===== config.mk =====
export PLATFORM = sky130hd
export DESIGN_NAME = gf128_mul_seq
export DESIGN_NICKNAME = d
export VERILOG_FILES = /design/src/rtl/gcm_pkg.sv /design/src/rtl/gf128_mul_digit.sv /design/src/rtl/gf128_mul_seq.sv
export SDC_FILE = /design/constraint.sdc
export NUM_CORES = 2
export LEC_CHECK = 0
export ABC_CLOCK_PERIOD_IN_PS = 2800
export CORE_UTILIZATION = 50
export CTS_CLUSTER_DIAMETER = 150
export DETAILED_ROUTE_END_ITERATION = 8
export PLACE_DENSITY = 0.69
export SETUP_SLACK_MARGIN = 0.3
export SLEW_MARGIN = 20
export SYNTH_ARGS = -nofsm -noshare
export SYNTH_HDL_FRONTEND = slang
export SYNTH_HIERARCHICAL = 1
export SYNTH_SLANG_ARGS = --single-unit

===== constraint.sdc =====
create_clock -name clk -period 2.8 [get_ports clk]
set_clock_uncertainty 0.2 [all_clocks]
set_input_delay 0.56 -clock clk [delete_from_list [all_inputs] [get_ports clk]]
set_output_delay 0.56 -clock clk [all_outputs]
set_load 0.005 [all_outputs]

===== src/rtl/gcm_pkg.sv =====
// Shared GF(2^128) definitions in GCM bit order (bit 127 = x^0, bit 0 = x^127).
package gcm_pkg;

    localparam int unsigned GF128_W = 128;

    typedef logic [GF128_W-1:0] gf128_t;

    // x^7 + x^2 + x + 1 folded back in when x^127 overflows
    localparam gf128_t GF128_R = 128'hE1000000_00000000_00000000_00000000;

    typedef enum logic [1:0] {
        ST_IDLE,
        ST_RUN,
        ST_DONE
    } mul_state_t;

    function automatic gf128_t gf128_mulx(input gf128_t v);
        return (v >> 1) ^ (v[0] ? GF128_R : '0);
    endfunction

endpackage


===== src/rtl/gf128_mul_digit.sv =====
// One Horner step of the digit-serial multiplier: z_next = z*x^DIGIT_W mod P xor digit*H.
module gf128_mul_digit
    import gcm_pkg::*;
#(
    parameter int unsigned DIGIT_W = 8
) (
    input  logic [GF128_W-1:0] z,
    input  logic [GF128_W-1:0] h,
    input  logic [DIGIT_W-1:0] digit,
    output logic [GF128_W-1:0] z_next
);

    gf128_t       z_sh;
    gf128_t       h_k;
    gf128_t       pp;
    logic [DIGIT_W-1:0] d;

    // Digit MSB carries the lowest power (x^0) of this digit in GCM order
    always_comb begin
        z_sh = z;
        for (int unsigned i = 0; i < DIGIT_W; i++) begin
            z_sh = gf128_mulx(z_sh);
        end
        h_k = h;
        pp  = '0;
        d   = digit;
        for (int unsigned k = 0; k < DIGIT_W; k++) begin
            if (d[DIGIT_W-1]) begin
                pp = pp ^ h_k;
            end
            h_k = gf128_mulx(h_k);
            d   = d << 1;
        end
        z_next = z_sh ^ pp;
    end

endmodule


===== src/rtl/gf128_mul_seq.sv =====
// Digit-serial GF(2^128) multiplier, Z = X*H mod P, valid/ready on both sides.
// Define GF128_MUL_ACC_EN for GHASH accumulate mode (X_eff = X xor previous Z).
module gf128_mul_seq
    import gcm_pkg::*;
#(
    parameter int unsigned DIGIT_W = 8
) (
    input  logic               clk,
    input  logic               rst_n,
    input  logic               in_valid,
    output logic               in_ready,
    input  logic [GF128_W-1:0] in_x,
    input  logic [GF128_W-1:0] in_h,
    input  logic               in_clr,
    output logic               out_valid,
    input  logic               out_ready,
    output logic [GF128_W-1:0] out_z
);

    localparam int unsigned N     = GF128_W / DIGIT_W;
    localparam int unsigned CNT_W = (N > 1) ? $clog2(N) : 1;
    localparam logic [CNT_W-1:0] CNT_LAST = CNT_W'(N - 1);

    if (DIGIT_W != 1 && DIGIT_W != 2 && DIGIT_W != 4 &&
        DIGIT_W != 8 && DIGIT_W != 16 && DIGIT_W != 32) begin : g_bad_digit_w
        $error("gf128_mul_seq: DIGIT_W must be 1, 2, 4, 8, 16 or 32");
    end

    mul_state_t       state_q, state_d;
    logic [CNT_W-1:0] cnt_q, cnt_d;
    gf128_t           x_q, x_d;
    gf128_t           h_q, h_d;
    gf128_t           z_q, z_d;
    gf128_t           out_z_q, out_z_d;
    gf128_t           z_step;
    gf128_t           x_eff;
    logic             accept;
    logic             finish;

`ifdef GF128_MUL_ACC_EN
    gf128_t           acc_q, acc_d;
    assign x_eff = in_x ^ (in_clr ? '0 : acc_q);
`else
    logic             clr_unused;
    assign x_eff      = in_x;
    assign clr_unused = in_clr;
`endif

    gf128_mul_digit #(
        .DIGIT_W(DIGIT_W)
    ) u_step (
        .z     (z_q),
        .h     (h_q),
        .digit (x_q[DIGIT_W-1:0]),
        .z_next(z_step)
    );

    always_ff @(posedge clk or negedge rst_n) begin
        if (!rst_n) begin
            state_q <= ST_IDLE;
        end else begin
            state_q <= state_d;
        end
    end

    always_comb begin
        state_d = state_q;
        case (state_q)
            ST_IDLE: if (in_valid && in_ready) state_d = ST_RUN;
            ST_RUN:  if (cnt_q == CNT_LAST)    state_d = ST_DONE;
            ST_DONE: if (out_ready)            state_d = ST_IDLE;
            default:                           state_d = ST_IDLE;
        endcase
    end

    always_comb begin
        in_ready  = (state_q == ST_IDLE);
        out_valid = (state_q == ST_DONE);
    end

    assign accept = in_valid && (state_q == ST_IDLE);
    assign finish = (state_q == ST_RUN) && (cnt_q == CNT_LAST);
    assign out_z  = out_z_q;

    // X is shifted down one digit per step so the active digit is always x_q[DIGIT_W-1:0]
    always_comb begin
        x_d     = x_q;
        h_d     = h_q;
        z_d     = z_q;
        cnt_d   = cnt_q;
        out_z_d = out_z_q;
`ifdef GF128_MUL_ACC_EN
        acc_d   = acc_q;
`endif
        if (accept) begin
            x_d   = x_eff;
            h_d   = in_h;
            z_d   = '0;
            cnt_d = '0;
        end else if (state_q == ST_RUN) begin
            x_d   = x_q >> DIGIT_W;
            z_d   = z_step;
            cnt_d = cnt_q + CNT_W'(1);
        end
        if (finish) begin
            out_z_d = z_step;
`ifdef GF128_MUL_ACC_EN
            acc_d   = z_step;
`endif
        end
    end

    always_ff @(posedge clk or negedge rst_n) begin
        if (!rst_n) begin
            x_q     <= '0;
            h_q     <= '0;
            z_q     <= '0;
            cnt_q   <= '0;
            out_z_q <= '0;
`ifdef GF128_MUL_ACC_EN
            acc_q   <= '0;
`endif
        end else begin
            x_q     <= x_d;
            h_q     <= h_d;
            z_q     <= z_d;
            cnt_q   <= cnt_d;
            out_z_q <= out_z_d;
`ifdef GF128_MUL_ACC_EN
            acc_q   <= acc_d;
`endif
        end
    end

endmodule


==> reports/qor.csv <==
metric,value,unit
synth_top_area_share,0.374,
netlist_area,0.0347,mm^2
routabilityCongestion,0.841,
post-route-drc-count,0,
r2r-end,out_z[126],
cp-end-kind,register,
met2_usage,0.445,
muxShareOfSynthArea,0.0419,
start_kind,register,
reg2regPathDepth,7,
power_leakage,17.2,nW
h-tree-depth,2,
clkTransAtPathRegs,0.07,ns
vias,28691,
power_density,1580,mW/mm^2
cts_tree,built,
synth-async-reset-ratio,1.00,
reg2reg_from,x_q[2],
grt_pass1_vias,28104,
use_met3,0.0540,
clock-sinks,518,
synth_xor_area_frac,0.271,
avgSynthCellArea,8.07,um^2
ys_seq_area_frac,0.374,
dr.pass1.iters,5,
crit_arrival,2.82,ns
status,"finished, final reports clean",
synth_common_cells,"1912 x nand2_1, 772 x xnor2_1, 518 x dfrtp_1",
synth_ff_type,dfrtp_1,
synthMostInstantiatedCell,nand2_1,
grt_util_all_layers,0.277,
drtAntennaViolNets,0,
critPathLaunch,x_q[2],
worstSetupPathType,register to register,
busiest_layer,met2,
synthSimpleGateAreaFrac,0.233,
dieArea,0.0704,mm^2
stdcell_count,5483,
hold_viol,0,
hold_class,primary input to register,
synthTopCellsByArea,"dfrtp_1 37%, nand2_1 21%, xnor2_1 20%",
ys_seq_elements,518,
max_cap_viol_count,0,
grt.met1_usage,0.377,
row_count,96,
antenna_found_initial,3,
rsz0062_at_grt,yes,
tightest_slew,0.761,ns
cts_made_buffers,56,
critPathMaxFanout,16,
hpwl,65200,um
crit_end,out_z[126],
synth-edff-count,0,
fmax,0.398,GHz
syn_to_final_growth,20.3,%
setup_viol,0,
start_util,0.506,
wl_per_cell,18.0,um
gr-total-overflow,0,
drtIter0Drc,2660,
ioPinCount,391,
portBuffers,389,
yosysTopAreaCell,dfrtp_1,
synth_cells,4298,
fin_crit,2.51,ns
fin_crit_sh,0.897,
nets,4767,
yosys.area_share.adder,0.000361,
setup_tns,0,ns
finalMaxSlewViolations,0,
grt_max_degree,129,
grt_first_pass_wirelength,157000,um
drt-total-wl,98500,um
synth_cell_type_count,41,
final_layout_size_suffix_gt1_frac,0.0591,
die_x,265,um
ctsLongestPathBuffers,3,
synth_warnings,6,
critPathRequiredTime,3.11,ns
syn-num-nets,4560,
synth_top_family_by_area,XOR/XNOR gates,
relSlewSlack,0.493,
synth-compound-area-share,0.0307,
peakVddDrop,0.792,mV
chipHeight,265,um
place_inst,5355,
viasPerCell,5.23,
clk_root_buffer_cell,clkbuf_16,
clk_latency,0.64,ns
r2r_slack,0.29,ns
coreArea,0.0686,mm^2
## critical path: stages (launching register included)
cell       delay [ns]
dfrtp_4          0.61
buf_6            0.23
nand3_1          0.09
o21ai_0          0.10
a2111oi_2        0.42
xnor2_1          0.21
xnor2_1          0.20
mux2_1           0.33
## power breakdown
group	internal [W]	total [W]	switching, W
registers	0.0114	0.0161	0.00468
clock network	0.00453	0.00783	0.00330
logic	0.0188	0.0421	0.0233
## area by class of cell
class                           instances  area [um^2]
Timing Repair Buffer                  519         5510
Clock buffer                           75         1570
Multi-Input combinational cell       3406        20100
Fill cell                            5998        26900
Clock inverter                         29          373
Tap cell                              931         1160
Sequential cell                       518        13000
Antenna cell                            1         2.50
Inverter                                4         15.0
## per-stage QoR
stage          hold slack, ns  area (um^2)  power (W)   util  worst slack [ns]
2_1_floorplan          0.0644        34700     0.0449      -             0.491
3_3_place_gp            0.258        39500     0.0566  0.575             0.291
3_5_place_dp            0.263        39500     0.0573  0.575             0.272
4_1_cts                 0.212        41500     0.0656  0.605             0.242
5_1_grt                 0.242        41700     0.0707  0.608             0.267
6_report                0.246        41700     0.0661  0.608             0.287
## per-layer routing
metal | vias up | share of wire
met4 | 4 | 0.029
met5 | - | 0.00025
li1 | 13653 | -
met3 | 174 | 0.078
met2 | 1055 | 0.47
met1 | 13805 | 0.42
## flip-flops by register name (all words and copies together) (netlist names)
register	flops
cnt_q	4
z_q	128
out_z	128
state_q	2
x_q	128
h_q	128
## repair_timing
item                                    CTS  global route
pin swaps                                 1             1
buffers inserted                          7            15
gates resized for setup                   5            12
hold endpoints to repair                 34             0
endpoints found under the setup margin   20           149
hold buffers                              1             0
## cells by family after synthesis
logic type / Yosys count
and+or+nand+nor: 2081
xor gates and xnor gates: 1049
DFF: 518
buffers and inverters: 374
AOI/OAI and AO/OA: 146
muxes: 129
adders and majority gates: 1
## worst min-delay path by stage
stage,cells past startpoint,startpoint,endpoint
3_5_place_dp,2,x_q[19],x_q[19]
6_report,3,in_h[2],h_q[2]
3_3_place_gp,2,x_q[63],x_q[63]
5_1_grt,3,in_h[117],h_q[117]
4_1_cts,3,in_h[2],h_q[2]
2_1_floorplan,0,rst_n,cnt_q[0]
## layout by cell type, fill, tap and decap left out, drive strengths merged, types with 6 or more instances in the layout
cell type	n
nand2	1912
xnor2	772
dfrtp	518
clkdlybuf4s50	386
xor2	264
nand3	143
mux2	128
buf	128
a22oi	120
clkbuf	77
clkinv	13
clkinvlp	9
a21oi	9
o21ai	8
xnor3	8
bufinv	6
Power figures use the tool's default switching activity.
